<file path="config.mk">
export PLATFORM = sky130hd
export DESIGN_NAME = fetch_unit
export DESIGN_NICKNAME = d
export VERILOG_FILES = /design/src/rtl/fetch_unit.sv
export SDC_FILE = /design/constraint.sdc
export NUM_CORES = 1
export LEC_CHECK = 0
export CORE_MARGIN = 1
export CORE_UTILIZATION = 31
export DETAILED_ROUTE_END_ITERATION = 7
export PLACE_DENSITY_LB_ADDON = 0.05
export SYNTH_ARGS = -nofsm -noshare
export SYNTH_HDL_FRONTEND = slang
export SYNTH_SLANG_ARGS = --single-unit
</file>
<file path="constraint.sdc">
create_clock -name clk -period 2.9 [get_ports clk]
set_input_delay 0.435 -clock clk [delete_from_list [all_inputs] [get_ports clk]]
set_output_delay 0.435 -clock clk [all_outputs]
set_load 0.01 [all_outputs]
</file>
<file path="src/rtl/fetch_unit.sv">
// -----------------------------------------------------------------------------
// fetch_unit
//
// Instruction fetch front end. It walks a program counter, issues one read at
// a time to instruction memory using a req/ack handshake, and parks the
// returned word in a single-entry instruction register until the consumer
// takes it. A branch redirect flushes the instruction register. If a read is
// already outstanding when the branch arrives, that read is allowed to finish
// and its data is thrown away.
//
// Parameters
//   ADDR_W          program counter / memory address width
//   INSN_W          instruction word width
//   RESET_PC        pc value loaded on reset
//
// Ports
//   clk             clock, rising edge
//   reset           asynchronous, active-high reset
//   enable_i        allow new memory requests to start
//   branch_valid_i  single-cycle redirect request
//   branch_target_i redirect address
//   mem_req_o       read request, held until mem_ack_i
//   mem_addr_o      read address, stable while mem_req_o is high
//   mem_ack_i       one-cycle completion strobe
//   mem_rdata_i     read data, valid with mem_ack_i
//   pc_o            address of the next instruction to fetch
//   ir_o            instruction register
//   ir_pc_o         address that ir_o was fetched from
//   ir_valid_o      ir_o holds an unconsumed instruction
//   ir_ready_i      consumer accepts ir_o when ir_valid_o is also high
// -----------------------------------------------------------------------------
module fetch_unit #(
  parameter int unsigned       ADDR_W   = 8,
  parameter int unsigned       INSN_W   = 8,
  parameter logic [ADDR_W-1:0] RESET_PC = '0
) (
  input  logic              clk,
  input  logic              reset,
  input  logic              enable_i,
  input  logic              branch_valid_i,
  input  logic [ADDR_W-1:0] branch_target_i,
  output logic              mem_req_o,
  output logic [ADDR_W-1:0] mem_addr_o,
  input  logic              mem_ack_i,
  input  logic [INSN_W-1:0] mem_rdata_i,
  output logic [ADDR_W-1:0] pc_o,
  output logic [INSN_W-1:0] ir_o,
  output logic [ADDR_W-1:0] ir_pc_o,
  output logic              ir_valid_o,
  input  logic              ir_ready_i
);

  localparam logic [ADDR_W-1:0] PcOne = ADDR_W'(1);

  typedef enum logic [1:0] {
    StIdle,
    StFetch,
    StHold,
    StDrain
  } state_e;

  state_e              state_q,    state_d;
  logic [ADDR_W-1:0]   pc_q,       pc_d;
  logic                mem_req_q,  mem_req_d;
  logic [ADDR_W-1:0]   mem_addr_q, mem_addr_d;
  logic [INSN_W-1:0]   ir_q,       ir_d;
  logic [ADDR_W-1:0]   ir_pc_q,    ir_pc_d;
  logic                ir_valid_q, ir_valid_d;

  // Next-state logic. mem_req/mem_addr are computed here and registered, so a
  // request appears the cycle after the decision to start it.
  always_comb begin
    state_d    = state_q;
    pc_d       = pc_q;
    mem_req_d  = mem_req_q;
    mem_addr_d = mem_addr_q;
    ir_d       = ir_q;
    ir_pc_d    = ir_pc_q;
    ir_valid_d = ir_valid_q;

    unique case (state_q)
      StIdle: begin
        if (branch_valid_i) begin
          pc_d       = branch_target_i;
          ir_valid_d = 1'b0;
        end else if (enable_i) begin
          state_d    = StFetch;
          mem_req_d  = 1'b1;
          mem_addr_d = pc_q;
        end
      end

      StFetch: begin
        if (branch_valid_i) begin
          pc_d       = branch_target_i;
          ir_valid_d = 1'b0;
          if (mem_ack_i) begin
            // Response arrives together with the redirect: drop it.
            state_d   = StIdle;
            mem_req_d = 1'b0;
          end else begin
            // Request must still complete; keep req/addr as they are.
            state_d = StDrain;
          end
        end else if (mem_ack_i) begin
          ir_d       = mem_rdata_i;
          ir_pc_d    = mem_addr_q;
          ir_valid_d = 1'b1;
          pc_d       = pc_q + PcOne;
          mem_req_d  = 1'b0;
          state_d    = StHold;
        end
      end

      StHold: begin
        // A branch wins over ir_ready: the flushed word is not consumed.
        if (branch_valid_i) begin
          pc_d       = branch_target_i;
          ir_valid_d = 1'b0;
          state_d    = StIdle;
        end else if (ir_valid_q && ir_ready_i) begin
          ir_valid_d = 1'b0;
          if (enable_i) begin
            state_d    = StFetch;
            mem_req_d  = 1'b1;
            mem_addr_d = pc_q;
          end else begin
            state_d = StIdle;
          end
        end
      end

      StDrain: begin
        // Latest redirect wins; the stale response never touches pc or ir.
        if (branch_valid_i) begin
          pc_d = branch_target_i;
        end
        if (mem_ack_i) begin
          mem_req_d = 1'b0;
          state_d   = StIdle;
        end
      end

      default: begin
        state_d   = StIdle;
        mem_req_d = 1'b0;
      end
    endcase
  end

  always_ff @(posedge clk or posedge reset) begin
    if (reset) begin
      state_q    <= StIdle;
      pc_q       <= RESET_PC;
      mem_req_q  <= 1'b0;
      mem_addr_q <= RESET_PC;
      ir_q       <= '0;
      ir_pc_q    <= '0;
      ir_valid_q <= 1'b0;
    end else begin
      state_q    <= state_d;
      pc_q       <= pc_d;
      mem_req_q  <= mem_req_d;
      mem_addr_q <= mem_addr_d;
      ir_q       <= ir_d;
      ir_pc_q    <= ir_pc_d;
      ir_valid_q <= ir_valid_d;
    end
  end

  assign mem_req_o  = mem_req_q;
  assign mem_addr_o = mem_addr_q;
  assign pc_o       = pc_q;
  assign ir_o       = ir_q;
  assign ir_pc_o    = ir_pc_q;
  assign ir_valid_o = ir_valid_q;

`ifndef SYNTHESIS
  // An unacknowledged request stays up with an unchanged address.
  req_held_a : assert property (@(posedge clk) disable iff (reset)
    (mem_req_q && !mem_ack_i) |=> (mem_req_q && $stable(mem_addr_q)));

  // A valid instruction only ever sits in the HOLD state.
  valid_in_hold_a : assert property (@(posedge clk) disable iff (reset)
    ir_valid_q |-> (state_q == StHold));
`endif

endmodule

</file>
After elaboration in Yosys (flattened, before gate mapping). Cells that the tools add are included.

Flip-flop bits (word level): 36. Input bits: 22. Output and inout port bits: 34. Word-level logic and storage cells: 65.

Mux-type cells: 31. Reductions and logical operators: 12. Eq/ne operators: 13. Bitwise operators: 1. Add/subtract/negate cells: 1.

Operator list (count): 2-to-1 mux 8 bit (7); one-hot mux 8 bit (2 select lines) (2); 2-to-1 mux 2 bit (8); inequality test 2 bit (second input constant) (6); AND reduction 4 bit (3); 2-to-1 mux 1 bit (11); adder 8 x 1 -> 8 bit (second input constant) (1); one-hot mux 2 bit (4 select lines) (1); inequality test 3 bit (second input constant) (2); one-hot mux 1 bit (3 select lines) (2); AND reduction 5 bit (1); equality test 2 bit (second input constant) (2); inequality test 2 x 1 -> 1 bit (second input constant) (2); AND reduction 3 bit (1); nonzero test 3 bit (1); OR reduction 3 bit (1); equality test 2 x 1 -> 1 bit (second input constant) (1); zero test 2 bit (1); AND reduction 2 bit (1); nonzero test 2 bit (1); OR reduction 2 bit (1); logical AND 1 bit (1); NOT 1 bit (1).

Depth between registers and ports, before layout.
Depth in word-level cells: 4. Depth in mapped cells: 6.

Worst setup path before layout. OpenSTA, ideal clock, no wires.

Path type: input to register. Start point: input branch_valid_i. End point: register ir_q[3] (netlist: ir_o[3]). Data arrival time: 1.578 ns. Path slack: 1.197 ns. Required time: 2.775 ns. Stages: 6. Library setup time: 0.125 ns. Path buffers: 3. Cell sequence: buf_2 > nor3b_1 > and2_1 > buf_2 > buf_4 > mux2_2.

Longest elaborated chain between the ends: 2.

Ends and longest elaborated chain: start, declared (line 40) `input logic branch_valid_i,`; NOT 1 bit (no line); AND reduction 3 bit (no line); end signal, assigned (line 165) `ir_q <= ir_d;`; end, declared (line 66) `logic [INSN_W-1:0] ir_q, ir_d;`.

No other way between the ends. A chain may end at the register's enable or synchronous reset.

Final worst setup path.
Start point: input ir_ready_i. End point: register mem_addr_q[5] (netlist: mem_addr_o[5]).

Longest elaborated chain between the ends: 3.

Ends and longest elaborated chain: start, declared (line 50) `input logic ir_ready_i`; logical AND 1 bit (line 121) `end else if (ir_valid_q && ir_ready_i) begin`; inequality test 2 bit (no line); AND reduction 4 bit (no line); end signal, assigned (line 164) `mem_addr_q <= mem_addr_d;`; end, declared (line 65) `logic [ADDR_W-1:0] mem_addr_q, mem_addr_d;`.

No other way between the ends.

==> run summary <==
Status: finished, final reports clean
CP endpoint kind: flop
Hold Path Class: reg2reg
Clock skew: 7.55 ps
CTS Root Cell: clkbuf_8
Hold path start: ir_pc_o[5]
Sequential area share after synthesis: 57.1%
ANT cells: 0
Area leader, netlist: dfrtp_1
M1 WL: 1.68 mm
Clock Path Buffers: 2
TritonRoute pass-1 iters: 6
Setup repair after global routing missed its margin: false
Leakage: 0.957 nW
Synthesized area: 1580 um^2
DIE WIDTH: 73.3 um
CTS buffer count: 5
Initial DRC Count: 58
Primary FF master, synth: dfrtp_1
Fin crit period: 2040 ps
CTS tree: yes
Final Hold Viols: 0
Die footprint: 5370 um^2
CTS resizes: 0
DR WL/cell: 14.3 um
Largest family of logic cells by synthesized area: multiplexers
Reg2Reg Setup Slack: 1110 ps
PnR Total Power: 0.00200 W
Worst-Margin Slew: 759 ps
Required time of the worst setup path: 3060 ps
Worst path cell trace: clkdlybuf4s50_1, nand2_1, a2111oi_4, mux2_2
Number of global-route vias before repair: 1,163
Detail Route Antenna Nets: 0
CP top delay family: compound AO/OA/AOI/OAI gates
Largest net degree at the start of global routing: 37
Top post-synthesis cells by count: dfrtp_1 (36), mux2_2 (24), nand2_1 (10)
Max incr delay on CP: 760 ps
Cells after Synth: 124
Layout cell share with drive strength beyond 1: 21.1%
Max layer used: met4
Mux contribution to synthesized area: 17.8%
Row count: 25
Top cell type's share of synthesized area: 57.1%
Met3 Routed Length: 179 um
Post-DR vias/cell: 4.69
Final wirelength: 3.59 mm
Unique masters post-synth: 31
Worst Path Buf+Inv: 1
Post-CTS Setup Bufs: 0
Main area contributors after synthesis: dfrtp_1 (57%), mux2_2 (17%), nand2_1 (2.4%)
Worst setup path start: ir_ready_i
Power Density: 855 nW/um^2
Initial antenna violation count: 0
P&R area growth vs syn: 48.2%
Gr usage total: 14.6%
Synth Area in Simple Gates: 11.1%
Crit-path max FO: 10
Maximum VDD drop: 0.317 mV
CP Launch Type: input port
Total gr overflow: 0
Worst-skew pair later-pin latency: 280 ps
Max_cap viols: 0
Vias post-DR: 1,183
First-pass GRT wire length: 5.84 mm
Setup TNS: 0 ps
Fin nets: 207
Number of I/O pins: 56
Post-Synth Adder-Cell Area: 0.794%
Met2 wire length: 1.69 mm
Avg Cell Area, Syn: 12.7 um^2
Critical path class: in2reg
Post-synthesis xor/xnor area fraction: 1.11%
Clk sink count: 36
Compound-cell area share of the yosys netlist: 9.13%
HPWL Detailed: 2.59 mm
Initial core utilization: 32.7%
DRC: 0
Layout fillers: 472
Ys async rst share: 100%
Gpl congestion: 0.719
Die Y: 73.3 um
CP max stage cell: a2111oi_4
Count leader, synth: dfrtp_1
Final Max Slew Viols: 0
Number of synthesized flops with an enable pin: 0
Max frequency: 491 MHz
Worst endpoint data arrival time: 2200 ps
Yosys warns: 0
Hold buffer count at CTS: 0
Setup violators final: 0
Synth Net Count: 147
Core outline area: 4820 um^2
Rel. slew slack: 49.4%
FF+latch count, synth: 36
Reg clk slew, reported paths: 70 ps
CTS H-tree lvls: 2
# port buffers: 55
Worst r2r src: ir_valid_o
Final worst path period share: 70.3%
==> cell usage in the layout, fill, tap and decap left out <==
cell type / instances
a2111oi_4: 1
a211oi_1: 1
a21boi_0: 1
a221o_1: 1
a2bb2oi_1: 1
a31oi_1: 2
and2_1: 1
buf_4: 4
bufinv_16: 1
clkbuf_8: 7
clkdlybuf4s50_1: 55
dfrtp_1: 36
ha_1: 1
inv_1: 4
mux2_2: 24
mux2i_1: 1
nand2_1: 10
nand3_1: 6
nand3b_2: 1
nand4b_1: 2
nor2_1: 3
nor2b_1: 2
nor3_1: 1
nor3b_1: 1
o211ai_1: 2
o21ai_0: 6
o311a_1: 1
o31ai_1: 2
or2_2: 1
or4_1: 4
xor2_1: 2
==> cell type report <==
class | instances | area (um^2) | share of cell area, %
inverter | 4 | 15.0 | 0.643
multi-input combinational | 78 | 629 | 26.9
timing repair buffer | 59 | 581 | 24.9
sequential | 36 | 901 | 38.6
tap | 67 | 83.8 | 3.59
clock buffer | 7 | 96.3 | 4.12
clock inverter | 1 | 30.0 | 1.29
==> cells by family (layout without fill, tap and decap cells) <==
| family | after synthesis | count (layout) |
|---|---|---|
| xor+xnor | 2 | 2 |
| flops | 36 | 36 |
| fa+ha+maj | 1 | 1 |
| compound gates | 18 | 18 |
| simple gates | 32 | 32 |
| buf+inv | 10 | 71 |
| mux | 25 | 25 |
==> power breakdown <==
part | internal, W | switching [W]
clock | 0.000303 | 0.000175
combinational | 0.000466 | 0.000245
sequential | 0.000681 | 0.000126
==> metal layers <==
metal,global-route usage (%),vias to the layer above
met5,0,-
met4,5.77,0
met3,3.29,5
met2,22.7,38
met1,19.8,576
li1,-,564
==> metrics by stage <==
step / instance area [um^2] / cells / hold WS, ps / util, % / setup slack (ps)
after floorplan: 1580 / 124 / 524 / - / 1200
after global placement: 2210 / 244 / 487 / 45.9 / 586
after detailed placement: 2210 / 244 / 494 / 45.9 / 551
after CTS: 2340 / 252 / 512 / 48.5 / 847
after global routing: 2340 / 252 / 520 / 48.5 / 737
final: 2340 / 252 / 505 / 48.5 / 863
==> sequential cells by signal, summed over array words and instances, names as in the netlist <==
register,flops
ir_valid_o,1
pc_o,8
mem_req_o,1
mem_addr_o,8
ir_pc_o,8
state_q,2
ir_o,8
==> worst paths after layout <==
kind | end | cells past startpoint
worst min-delay path | ir_pc_o[5] | 1
worst max register to register | mem_addr_o[5] | 3
worst min register to register | ir_pc_o[5] | 1
worst max-delay path | mem_addr_o[5] | 4
min in group asynchronous | ir_o[6] | 3
max in group asynchronous | mem_req_o | 3
Note: power is estimated with default switching activity, not from simulation.
